--- src/rtl/pcs_tx_sequencer.sv ---
// PCS transmit sequencer: paces the 64b/66b encoder and scrambler and
// produces the gearbox sequence count with its periodic two-cycle pause.
// Each block is two 32-bit words; PAUSE_SEQ blocks are followed by a pause.
module pcs_tx_sequencer #(
    parameter int unsigned DATA_WIDTH = 32,
    parameter int unsigned PAUSE_SEQ  = 32
) (
    input  logic        i_clk,
    input  logic        i_reset_n,
    input  logic        i_enable,
    input  logic        i_data_valid,
    input  logic        i_clear_err,
    output logic        o_ready,
    output logic        o_scr_valid,
    output logic        o_header_phase,
    output logic [5:0]  o_seq,
    output logic        o_pause,
    output logic        o_underrun,
    output logic [31:0] o_block_count
);

    // The datapath word is fixed at 32 bits, and the sequence count must fit
    // in the 6-bit o_seq port.
    if (DATA_WIDTH != 32) begin : g_bad_width
        $error("pcs_tx_sequencer: DATA_WIDTH must be 32");
    end
    if ((PAUSE_SEQ < 1) || (PAUSE_SEQ > 63)) begin : g_bad_pause_seq
        $error("pcs_tx_sequencer: PAUSE_SEQ must be in 1..63");
    end

    typedef enum logic [1:0] {
        ST_IDLE  = 2'd0,
        ST_RUN   = 2'd1,
        ST_PAUSE = 2'd2
    } state_e;

    localparam logic [5:0] SEQ_LAST  = 6'(PAUSE_SEQ - 1);
    localparam logic [5:0] SEQ_PAUSE = 6'(PAUSE_SEQ);

    state_e      state_q, state_d;
    logic        half_q, half_d;
    logic [5:0]  seq_q, seq_d;
    // Set on the first edge after reset release; IDLE waits for it so that
    // RUN is entered on the second edge after release.
    logic        armed_q;
    logic        underrun_q, underrun_d;
    logic [31:0] block_count_q, block_count_d;
    logic        underrun_set;
    logic        block_done;

    // State register: FSM state, word half and sequence count
    always_ff @(posedge i_clk or negedge i_reset_n) begin
        if (!i_reset_n) begin
            state_q <= ST_IDLE;
            half_q  <= 1'b0;
            seq_q   <= '0;
            armed_q <= 1'b0;
        end else begin
            state_q <= state_d;
            half_q  <= half_d;
            seq_q   <= seq_d;
            armed_q <= 1'b1;
        end
    end

    // Next-state logic: enable is only honoured at a block boundary
    always_comb begin
        state_d = state_q;
        half_d  = half_q;
        seq_d   = seq_q;
        case (state_q)
            ST_IDLE: begin
                half_d = 1'b0;
                seq_d  = '0;
                if (armed_q && i_enable) begin
                    state_d = ST_RUN;
                end
            end
            ST_RUN: begin
                if (!half_q) begin
                    // First word: the block always completes.
                    half_d = 1'b1;
                end else if (!i_enable) begin
                    state_d = ST_IDLE;
                    half_d  = 1'b0;
                    seq_d   = '0;
                end else if (seq_q == SEQ_LAST) begin
                    state_d = ST_PAUSE;
                    half_d  = 1'b0;
                    seq_d   = SEQ_PAUSE;
                end else begin
                    half_d = 1'b0;
                    seq_d  = seq_q + 6'd1;
                end
            end
            ST_PAUSE: begin
                if (!i_enable) begin
                    state_d = ST_IDLE;
                    half_d  = 1'b0;
                    seq_d   = '0;
                end else if (!half_q) begin
                    half_d = 1'b1;
                end else begin
                    state_d = ST_RUN;
                    half_d  = 1'b0;
                    seq_d   = '0;
                end
            end
            default: begin
                state_d = ST_IDLE;
                half_d  = 1'b0;
                seq_d   = '0;
            end
        endcase
    end

    // Moore outputs decoded from registered state only
    always_comb begin
        o_ready        = 1'b0;
        o_pause        = 1'b0;
        o_header_phase = 1'b0;
        case (state_q)
            ST_RUN: begin
                o_ready        = 1'b1;
                o_header_phase = ~half_q;
            end
            ST_PAUSE: begin
                o_pause = 1'b1;
            end
            default: begin
            end
        endcase
    end

    assign o_seq       = seq_q;
    assign o_scr_valid = o_ready & i_data_valid;

    // Sticky underrun and block counter next-state; a new underrun beats a clear
    always_comb begin
        underrun_set  = o_ready & ~i_data_valid;
        block_done    = (state_q == ST_RUN) && half_q && i_data_valid;
        underrun_d    = underrun_q;
        block_count_d = block_count_q;
        if (underrun_set) begin
            underrun_d = 1'b1;
        end else if (i_clear_err) begin
            underrun_d = 1'b0;
        end
        if (block_done) begin
            block_count_d = block_count_q + 32'd1;
        end
    end

    // Status registers: sticky underrun flag and wrapping block counter
    always_ff @(posedge i_clk or negedge i_reset_n) begin
        if (!i_reset_n) begin
            underrun_q    <= 1'b0;
            block_count_q <= '0;
        end else begin
            underrun_q    <= underrun_d;
            block_count_q <= block_count_d;
        end
    end

    assign o_underrun    = underrun_q;
    assign o_block_count = block_count_q;

endmodule

--- config.mk ---
export PLATFORM = sky130hd
export DESIGN_NAME = pcs_tx_sequencer
export DESIGN_NICKNAME = d
export VERILOG_FILES = /design/src/rtl/pcs_tx_sequencer.sv
export SDC_FILE = /design/constraint.sdc
export NUM_CORES = 1
export LEC_CHECK = 0
export ABC_AREA = 0
export CAP_MARGIN = 10
export CORE_ASPECT_RATIO = 1.25
export CORE_UTILIZATION = 50
export DETAILED_ROUTE_END_ITERATION = 8
export PLACE_DENSITY = 0.82
export SYNTH_ARGS = -nofsm -noshare
export SYNTH_HDL_FRONTEND = slang
export SYNTH_SLANG_ARGS = --single-unit
--- constraint.sdc ---
create_clock -name i_clk -period 2.25 [get_ports i_clk]
set_input_delay 0.675 -clock i_clk [delete_from_list [all_inputs] [get_ports i_clk]]
set_output_delay 0.675 -clock i_clk [all_outputs]
set_load 0.01 [all_outputs]
# Word-level counts from Yosys, hierarchy flattened
# Index checks and enable logic that the tools add are counted.
# totals
register_bits	43
latchBits	0
mem_bits_rw	0
romBits	0
output_inout_bits	43
elab_cells	47
mem_count	0
# classes
n_addsub	2
multipliers	0
div_mod_pow	0
order_cmp	0
eq_ne	7
n_shift	0
mux	21
bitwise	4
n_reduce_logical	7
# ops
op	n
adder 32 x 1 -> 32 bit, second input constant	1
2-to-1 mux 6 bit	5
2-to-1 mux 2 bit	6
case mux 6 bit (2 select lines)	1
2-to-1 mux 1 bit	7
adder 6 x 1 -> 6 bit, second input constant	1
== test 6 x 5 -> 1 bit, second input constant	1
inequality test 3 bit, second input constant	2
case mux 2 bit (3 select lines)	1
inequality test 2 bit, second input constant	2
AND reduction 4 bit	1
logical AND 1 bit	3
AND 1 bit	2
== test 2 x 1 -> 1 bit, second input constant	1
== test 2 bit, second input constant	1
logical NOT 2 bit	1
inverter 1 bit	2
case mux 1 bit (2 select lines)	1
AND reduction 2 bit	1
nonzero test 2 bit	1

# Longest topological paths before layout
# Gate-level depths: netlist of run 1.
# depth
word_depth	5
ltp_mapped	6
mapped_depth_nobuf	6

# Least setup slack after synthesis of run 1
# OpenSTA, ideal clock, no wires.
# synth_timing
kind	register to register
start	register state_q[1]
end	register state_q[0]
setup_ns	0.125
t_arrival_ns	1.713
required_time_ns	2.125
path_slack_ns	0.412
stages_incl_launch_ff	7
path_cell_list	dfrtp_1 -> inv_1 -> ha_1 -> a21oi_1 -> nor2_1 -> and3b_2 -> mux2_2
# synth_between
elab_chain_cells	3
elab_cells_between_ends	9
classes_between	eq/ne (6); mux (1); reduce/logical (2)
# synth_rtl
item	line_no	source
from (decl)	40	state_e state_q, state_d;
from (signal assigned)	59	state_q <= state_d;
== test 2 x 1 -> 1 bit (tied with other cells)	71	case (state_q)
inequality test 3 bit (no source line) / inequality test 2 bit (equally long branches)	--	
AND reduction 4 bit (no source line)	--	
# Parallel ways exist; a longest one is shown, timed or not.
# A chain may end at the register's enable or synchronous reset.

# Final worst setup path of run 1
# layout_timing
start	input i_data_valid
end	output o_scr_valid
# layout_between
elab_chain_cells	1
# layout_rtl
item	line_no	source
from (decl)	11	input logic i_data_valid,
AND 1 bit	136	assign o_scr_valid = o_ready & i_data_valid;
to (decl)	14	output logic o_scr_valid,
# Every way passes these cells.

==> flow_summary.json, run 1 <==
{
  "critical_path.slowest_cell": "sky130_fd_sc_hd__clkdlybuf4s50_1",
  "critical-path-top-delay-family": "buffers and inverters",
  "flow.area_growth_from_synthesis_pct": 35.7,
  "net_count_synth": 203,
  "cts_hold_repair.buffers": 0,
  "timing_worst_slew_pin_value_ns": 0.623,
  "clkLatencyLatePin_ns": 0.30,
  "finalWirelength_mm": 4.33,
  "grt_max_degree": 30,
  "post-cts-setup-buffer-count": 0,
  "final.hold.worst_slack_ns": 0.384,
  "cts_htree_levels": 2,
  "drt_first_iter_violations": 53,
  "clkTransAtPathRegs_ns": 0.09,
  "critical_path_source_type": "primary input",
  "final_layout_size_suffix_gt1_frac": 0.116,
  "slew_headroom": 0.585,
  "synth_sequential_area_ratio": 0.511,
  "netlist_top_cells_count": "sky130_fd_sc_hd__dfrtp_1, sky130_fd_sc_hd__xnor2_1, sky130_fd_sc_hd__nand2_1",
  "timing.critical_path.to_type": "primary output",
  "placedCellCount": 307,
  "cap_violations": 0,
  "core_region_area_um2": 4070,
  "dominantRegCellSynth": "sky130_fd_sc_hd__dfrtp_1",
  "drt-vias-per-instance": 5.35,
  "die-height_um": 74.6,
  "remaining_drc_errors": 0,
  "dpl.hpwl_mm": 3.34,
  "final_period_minus_worst_setup_slack_ns": 2.19,
  "io_pins": 48,
  "asyncSetResetFlopFracSynth": 1.00,
  "wire_length_of_the_first_global_routing_pass_mm": 7.01,
  "gp_routability_congestion": 0.817,
  "post_cts_resize_count": 4,
  "synth_enable_flop_cells": 0,
  "groute.usage.overall": 0.214,
  "fp.dieW_um": 60.1,
  "design.die.area_um2": 4480,
  "yosys.area.top_type_share": 0.511,
  "hold_viol": 0,
  "cts_tree": "done",
  "tns_ns": 0,
  "synth_top_area_cell": "sky130_fd_sc_hd__dfrtp_1",
  "finalSetupViolCount": 0,
  "p_total_uw": 2160,
  "total_inserted_antenna_cells": 0,
  "maxSlewViolCount": 0,
  "cts_inserted_buffers": 5,
  "timing.critical_path.cells": "clkdlybuf4s50_1 -> and2_1 -> dlygate4sd2_1",
  "min_path_type": "in -> async",
  "timing_worst_setup_path_type": "in -> out",
  "grt.overflow.total": 0,
  "vias_in_the_first_global_route": 1595,
  "syn-cell-area_um2": 2110,
  "final_cell_count_no_fill": 315,
  "power.density_nw_per_um2": 756,
  "critical_path.max_fanout": 2,
  "rsz0062_at_grt": "false",
  "synth_most_common_cell": "sky130_fd_sc_hd__dfrtp_1",
  "placement_rows": 26,
  "power.static_leakage_uw": 0.00129,
  "critical-path-max-stage-delay_ns": 0.47,
  "cts-root-to-sink-buffers": 2,
  "cp.arrival_ns": 1.52,
  "final.period_utilization": 0.974,
  "antenna_violating_nets_post_route": 0,
  "synth.yosys.warnings": 0,
  "total_of_buffers_placed_on_input_and_output_ports": 47,
  "drt-pass1-iter-count": 4,
  "synthDistinctLibCells": 34,
  "synth_top_cells_by_area": "sky130_fd_sc_hd__dfrtp_1, sky130_fd_sc_hd__xnor2_1, sky130_fd_sc_hd__xor2_1, sky130_fd_sc_hd__ha_1, sky130_fd_sc_hd__nand4_1",
  "cp.buffers_inverters": 2,
  "worstPathRequired_ns": 1.57,
  "via_count": 1684,
  "clock_skew_ns": 0.0136,
  "synth.avg_cell_area_um2": 11.0,
  "ctsRootBufferMaster": "sky130_fd_sc_hd__clkbuf_8",
  "netlist_instances": 192,
  "finalNetCount": 269,
  "initial_utilization": 0.518,
  "ys_ff_latch": 43,
  "status": "complete, no violations",
  "initial_antenna_violation_count": 0,
  "vdd_ir_drop_max_mv": 0.625,
  "max_clock_freq_mhz": 456,
  "clock_sink_count": 43,
  "post_drt_wl_per_cell_um": 13.7
}
[power by group]
| group | switching (µW) | total [µW] | internal [µW] |
|---|---|---|---|
| sequential | 66.3 | 898 | 832 |
| clock | 260 | 704 | 444 |
| combinational | 272 | 559 | 287 |
| total | 599 | 2160 | 1560 |
[cell families after synthesis]
family          after synthesis  synth area share
fa+ha+maj                     6            0.0356
other cells                   1           0.00178
xor+xnor                     31             0.129
flops                        43             0.511
compound gates               17            0.0493
mux                           2            0.0107
simple gates                 83             0.247
buf+inv                       9            0.0160
[metal layers]
layer	vias up	wire length (µm)	GRT usage	part of all wire
li1	813	-	-	-
met1	821	1700	0.232	0.39
met2	44	2340	0.395	0.54
met3	6	216	0.0522	0.050
met4	0	70	0.0827	0.016
met5	-	0	0	0
[state kept, by name (all words and copies together) (netlist names)]
signal         flops
o_block_count     32
half_q             1
o_seq              6
state_q            2
armed_q            1
o_underrun         1
[stage by stage]
step                      setup slack [ns]  instance area (µm²)  utilization
after floorplan                      0.412                 2110            -
after global placement              -0.216                 2730        0.672
after detailed placement            -0.212                 2730        0.672
after CTS                           0.0539                 2860        0.703
after global routing                0.0357                 2860        0.703
final                               0.0576                 2860        0.703
[layout make-up]
cell class                      instances  area, µm²
Fill cell                             310       1210
Sequential cell                        43       1080
Multi-Input combinational cell        140        997
Timing Repair Buffer                   59        551
Clock buffer                            6       72.6
Tap cell                               56       70.1
Clock inverter                          2       60.1
Inverter                                9       33.8
[worst paths after layout]
| check | cells past startpoint | slack, ns | end | startpoint |
|---|---|---|---|---|
| worst min-delay path | 1 | 0.38 | o_block_count[14]$_DFFE_PN0P_ | i_reset_n |
| worst min register to register | 1 | 0.49 | o_block_count[27]$_DFFE_PN0P_ | o_block_count[27]$_DFFE_PN0P_ |
| worst max register to register | 7 | 0.32 | o_block_count[20]$_DFFE_PN0P_ | state_q[1]$_DFFE_PN0P_ |
| worst max-delay path | 3 | 0.06 | o_scr_valid | i_data_valid |
| max in group asynchronous | 2 | 1.28 | o_block_count[4]$_DFFE_PN0P_ | i_reset_n |
| min in group i_clk | 1 | 0.49 | o_block_count[27]$_DFFE_PN0P_ | o_block_count[27]$_DFFE_PN0P_ |
[placed cells by master, fill, tap and decap left out, types with 2 or more instances in the layout]
| cell type | n |
|---|---|
| sky130_fd_sc_hd__nor2_1 | 11 |
| sky130_fd_sc_hd__and2_1 | 5 |
| sky130_fd_sc_hd__inv_1 | 9 |
| sky130_fd_sc_hd__xnor2_1 | 21 |
| sky130_fd_sc_hd__nor3_1 | 4 |
| sky130_fd_sc_hd__buf_4 | 12 |
| sky130_fd_sc_hd__nand4_1 | 12 |
| sky130_fd_sc_hd__mux2_2 | 2 |
| sky130_fd_sc_hd__nor4_1 | 3 |
| sky130_fd_sc_hd__and3_1 | 3 |
| sky130_fd_sc_hd__clkdlybuf4s50_1 | 42 |
| sky130_fd_sc_hd__dfrtp_1 | 43 |
| sky130_fd_sc_hd__xor2_1 | 10 |
| sky130_fd_sc_hd__nor4_4 | 2 |
| sky130_fd_sc_hd__nand3_1 | 13 |
| sky130_fd_sc_hd__and4_1 | 5 |
| sky130_fd_sc_hd__bufinv_16 | 2 |
| sky130_fd_sc_hd__o22ai_1 | 2 |
| sky130_fd_sc_hd__ha_1 | 6 |
| sky130_fd_sc_hd__clkbuf_8 | 5 |
| sky130_fd_sc_hd__nand2_1 | 17 |
| sky130_fd_sc_hd__a21oi_1 | 3 |
| sky130_fd_sc_hd__dlygate4sd2_1 | 4 |
| sky130_fd_sc_hd__o21ai_0 | 6 |
(Power assumes the default switching activity.)
==> run 2: changes to the inputs <==
Settings changed: ABC_CLOCK_PERIOD_IN_PS set to 2250.
==> results of run 2 <==
Same layout as run 1: the final DEF is identical, and so are final timing and power.
==> run 3: changes to the inputs <==
Settings changed: CORE_ASPECT_RATIO 1.25 to not set.
==> run 3 against run 2 <==
Against the previous run:
- critical path type unchanged
- highest routed layer unchanged
- worst setup slack improved by 0.0041 ns
- sequential power hardly changed
- combinational power increased by 1%
- die area barely moved
- sequential share of layout area is 0.77 points higher
- clock skew shrank 0.0075 ns
- routed wire length shrank 0.51%
- clock-buffer cell count unchanged
- flip-flop and latch count unchanged
- critical path depth unchanged
- via count shrank 0.42%
==> flow_summary.json, run 3 (synthesized netlist as in run 1, its figures left out) <==
{
  "clkTransAtPathRegs_ns": 0.07,
  "final_common_cell": "sky130_fd_sc_hd__dfrtp_1",
  "initial_antenna_violation_count": 0,
  "clock_power_share": 0.230,
  "hold_viol": 0,
  "post_cts_resize_count": 3,
  "critical-path-max-stage-delay_ns": 0.47,
  "final_cell_count_no_fill": 307,
  "mostFrequentLayoutCells": "sky130_fd_sc_hd__dfrtp_1, sky130_fd_sc_hd__clkdlybuf4s50_1, sky130_fd_sc_hd__xnor2_1, sky130_fd_sc_hd__nand2_1, sky130_fd_sc_hd__nand3_1",
  "r2r_slack_ns": 0.37,
  "antenna_violating_nets_post_route": 0,
  "tns_ns": 0,
  "fp.dieW_um": 66.9,
  "critical_path.slowest_cell": "sky130_fd_sc_hd__clkdlybuf4s50_1",
  "timing.critical_path.cells": "clkdlybuf4s50_1 -> and2_1 -> dlygate4sd2_1",
  "timing_worst_setup_path_type": "in -> out",
  "cts_hold_repair.buffers": 0,
  "core_region_area_um2": 4030,
  "post-cts-setup-buffer-count": 0,
  "wire_length_of_the_first_global_routing_pass_mm": 7.22,
  "grt_max_degree": 17,
  "worstPathRequired_ns": 1.57,
  "power.density_nw_per_um2": 678,
  "via_count": 1677,
  "fin_util": 0.696,
  "combinationalPowerShare": 0.298,
  "total_inserted_antenna_cells": 0,
  "power_switching_uw": 571,
  "final_cell_area_um2": 2800,
  "internal_power_uw": 1330,
  "timing.critical_path.to_type": "primary output",
  "p_sw_frac": 0.301,
  "finalWirelength_mm": 4.30,
  "initial_utilization": 0.523,
  "groute.usage.overall": 0.215,
  "finalNetCount": 269,
  "timing.rr.end": "o_block_count[20]$_DFFE_PN0P_",
  "placement_rows": 23,
  "timing_worst_slew_pin_value_ns": 0.501,
  "cts_inserted_buffers": 5,
  "dpl.hpwl_mm": 3.30,
  "nFillCells": 314,
  "die-height_um": 66.9,
  "io_pins": 48,
  "gp_routability_congestion": 0.831,
  "seqPwrFrac": 0.473,
  "remaining_drc_errors": 0,
  "cts-root-to-sink-buffers": 2,
  "vdd_ir_drop_max_mv": 0.564,
  "cts_htree_levels": 2,
  "ctsRootBufferMaster": "sky130_fd_sc_hd__clkbuf_8",
  "power.static_leakage_uw": 0.00128,
  "status": "complete, no violations",
  "clock_sink_count": 43,
  "design.die.area_um2": 4480,
  "drt_first_iter_violations": 139,
  "drt-vias-per-instance": 5.46,
  "critical_path_source_type": "primary input",
  "total_of_buffers_placed_on_input_and_output_ports": 47,
  "grt.overflow.total": 0,
  "min_path_type": "in -> async",
  "cp.arrival_ns": 1.51,
  "drt-pass1-iter-count": 5,
  "finalSetupViolCount": 0,
  "critical_path.reg2reg.startpoint": "state_q[1]$_DFFE_PN0P_",
  "max_clock_freq_mhz": 457,
  "final_layout_size_suffix_gt1_frac": 0.113,
  "maxSlewViolCount": 0,
  "ff2ff_path_depth": 7,
  "placedCellCount": 301,
  "clock_skew_ns": 0.00608,
  "post_drt_wl_per_cell_um": 14.0,
  "place_area_um2": 2730,
  "slew_headroom": 0.663,
  "critical_path.max_fanout": 2,
  "rsz0062_at_grt": "false",
  "cap_violations": 0,
  "final.period_utilization": 0.973,
  "final_period_minus_worst_setup_slack_ns": 2.19,
  "cts_tree": "done",
  "largest_register_ff_count": 32,
  "flow.area_growth_from_synthesis_pct": 33.0,
  "vias_in_the_first_global_route": 1586,
  "clkLatencyLatePin_ns": 0.29
}
[run 3: through the flow]
step	hold WS, ns	power, µW	setup WS [ns]
floorplan	0.379	1190	0.412
global placement	0.461	1470	-0.212
detailed placement	0.465	1490	-0.215
CTS	0.284	1930	0.0140
global route	0.293	2020	0.0142
finish	0.285	1900	0.0617
[run 3: cell type report]
| type | count | area, µm² | share of cell area |
|---|---|---|---|
| Multi-Input combinational cell | 140 | 1000 | 0.357 |
| Clock buffer | 6 | 72.6 | 0.0259 |
| Inverter | 9 | 33.8 | 0.0121 |
| Tap cell | 50 | 62.6 | 0.0223 |
| Timing Repair Buffer | 59 | 558 | 0.199 |
| Sequential cell | 43 | 1080 | 0.384 |
[run 3: worst max path at each step]
| stage | from | end | slack (ns) | depth (start not counted) |
|---|---|---|---|---|
| floorplan | state_q[1]$_DFFE_PN0P_ | state_q[0]$_DFFE_PN0P_ | 0.41 | 6 |
| global route | i_data_valid | o_scr_valid | 0.01 | 3 |
| CTS | state_q[0]$_DFFE_PN0P_ | o_pause | 0.01 | 3 |
| detailed placement | i_data_valid | o_scr_valid | -0.22 | 3 |
| global placement | i_data_valid | o_scr_valid | -0.21 | 3 |
| finish | i_data_valid | o_scr_valid | 0.06 | 3 |
[run 3: power groups by stage]
stage	Sequential [µW]	Combinational [µW]	Clock [µW]
after global routing	907	624	488
after detailed placement	911	583	0
after floorplan	924	268	0
final	898	566	436
after global placement	908	564	0
after CTS	897	577	453
[run 3: worst max-delay path, delay by kind of cell]
family,cells,cell delay (ns)
buf+inv,2,0.73
simple gates,1,0.12
[run 3: per-layer routing]
| layer | track usage | share of wire |
|---|---|---|
| met5 | 0 | 0 |
| met4 | 0.0665 | 0.012 |
| met3 | 0.0565 | 0.037 |
| met2 | 0.355 | 0.50 |
| met1 | 0.274 | 0.45 |
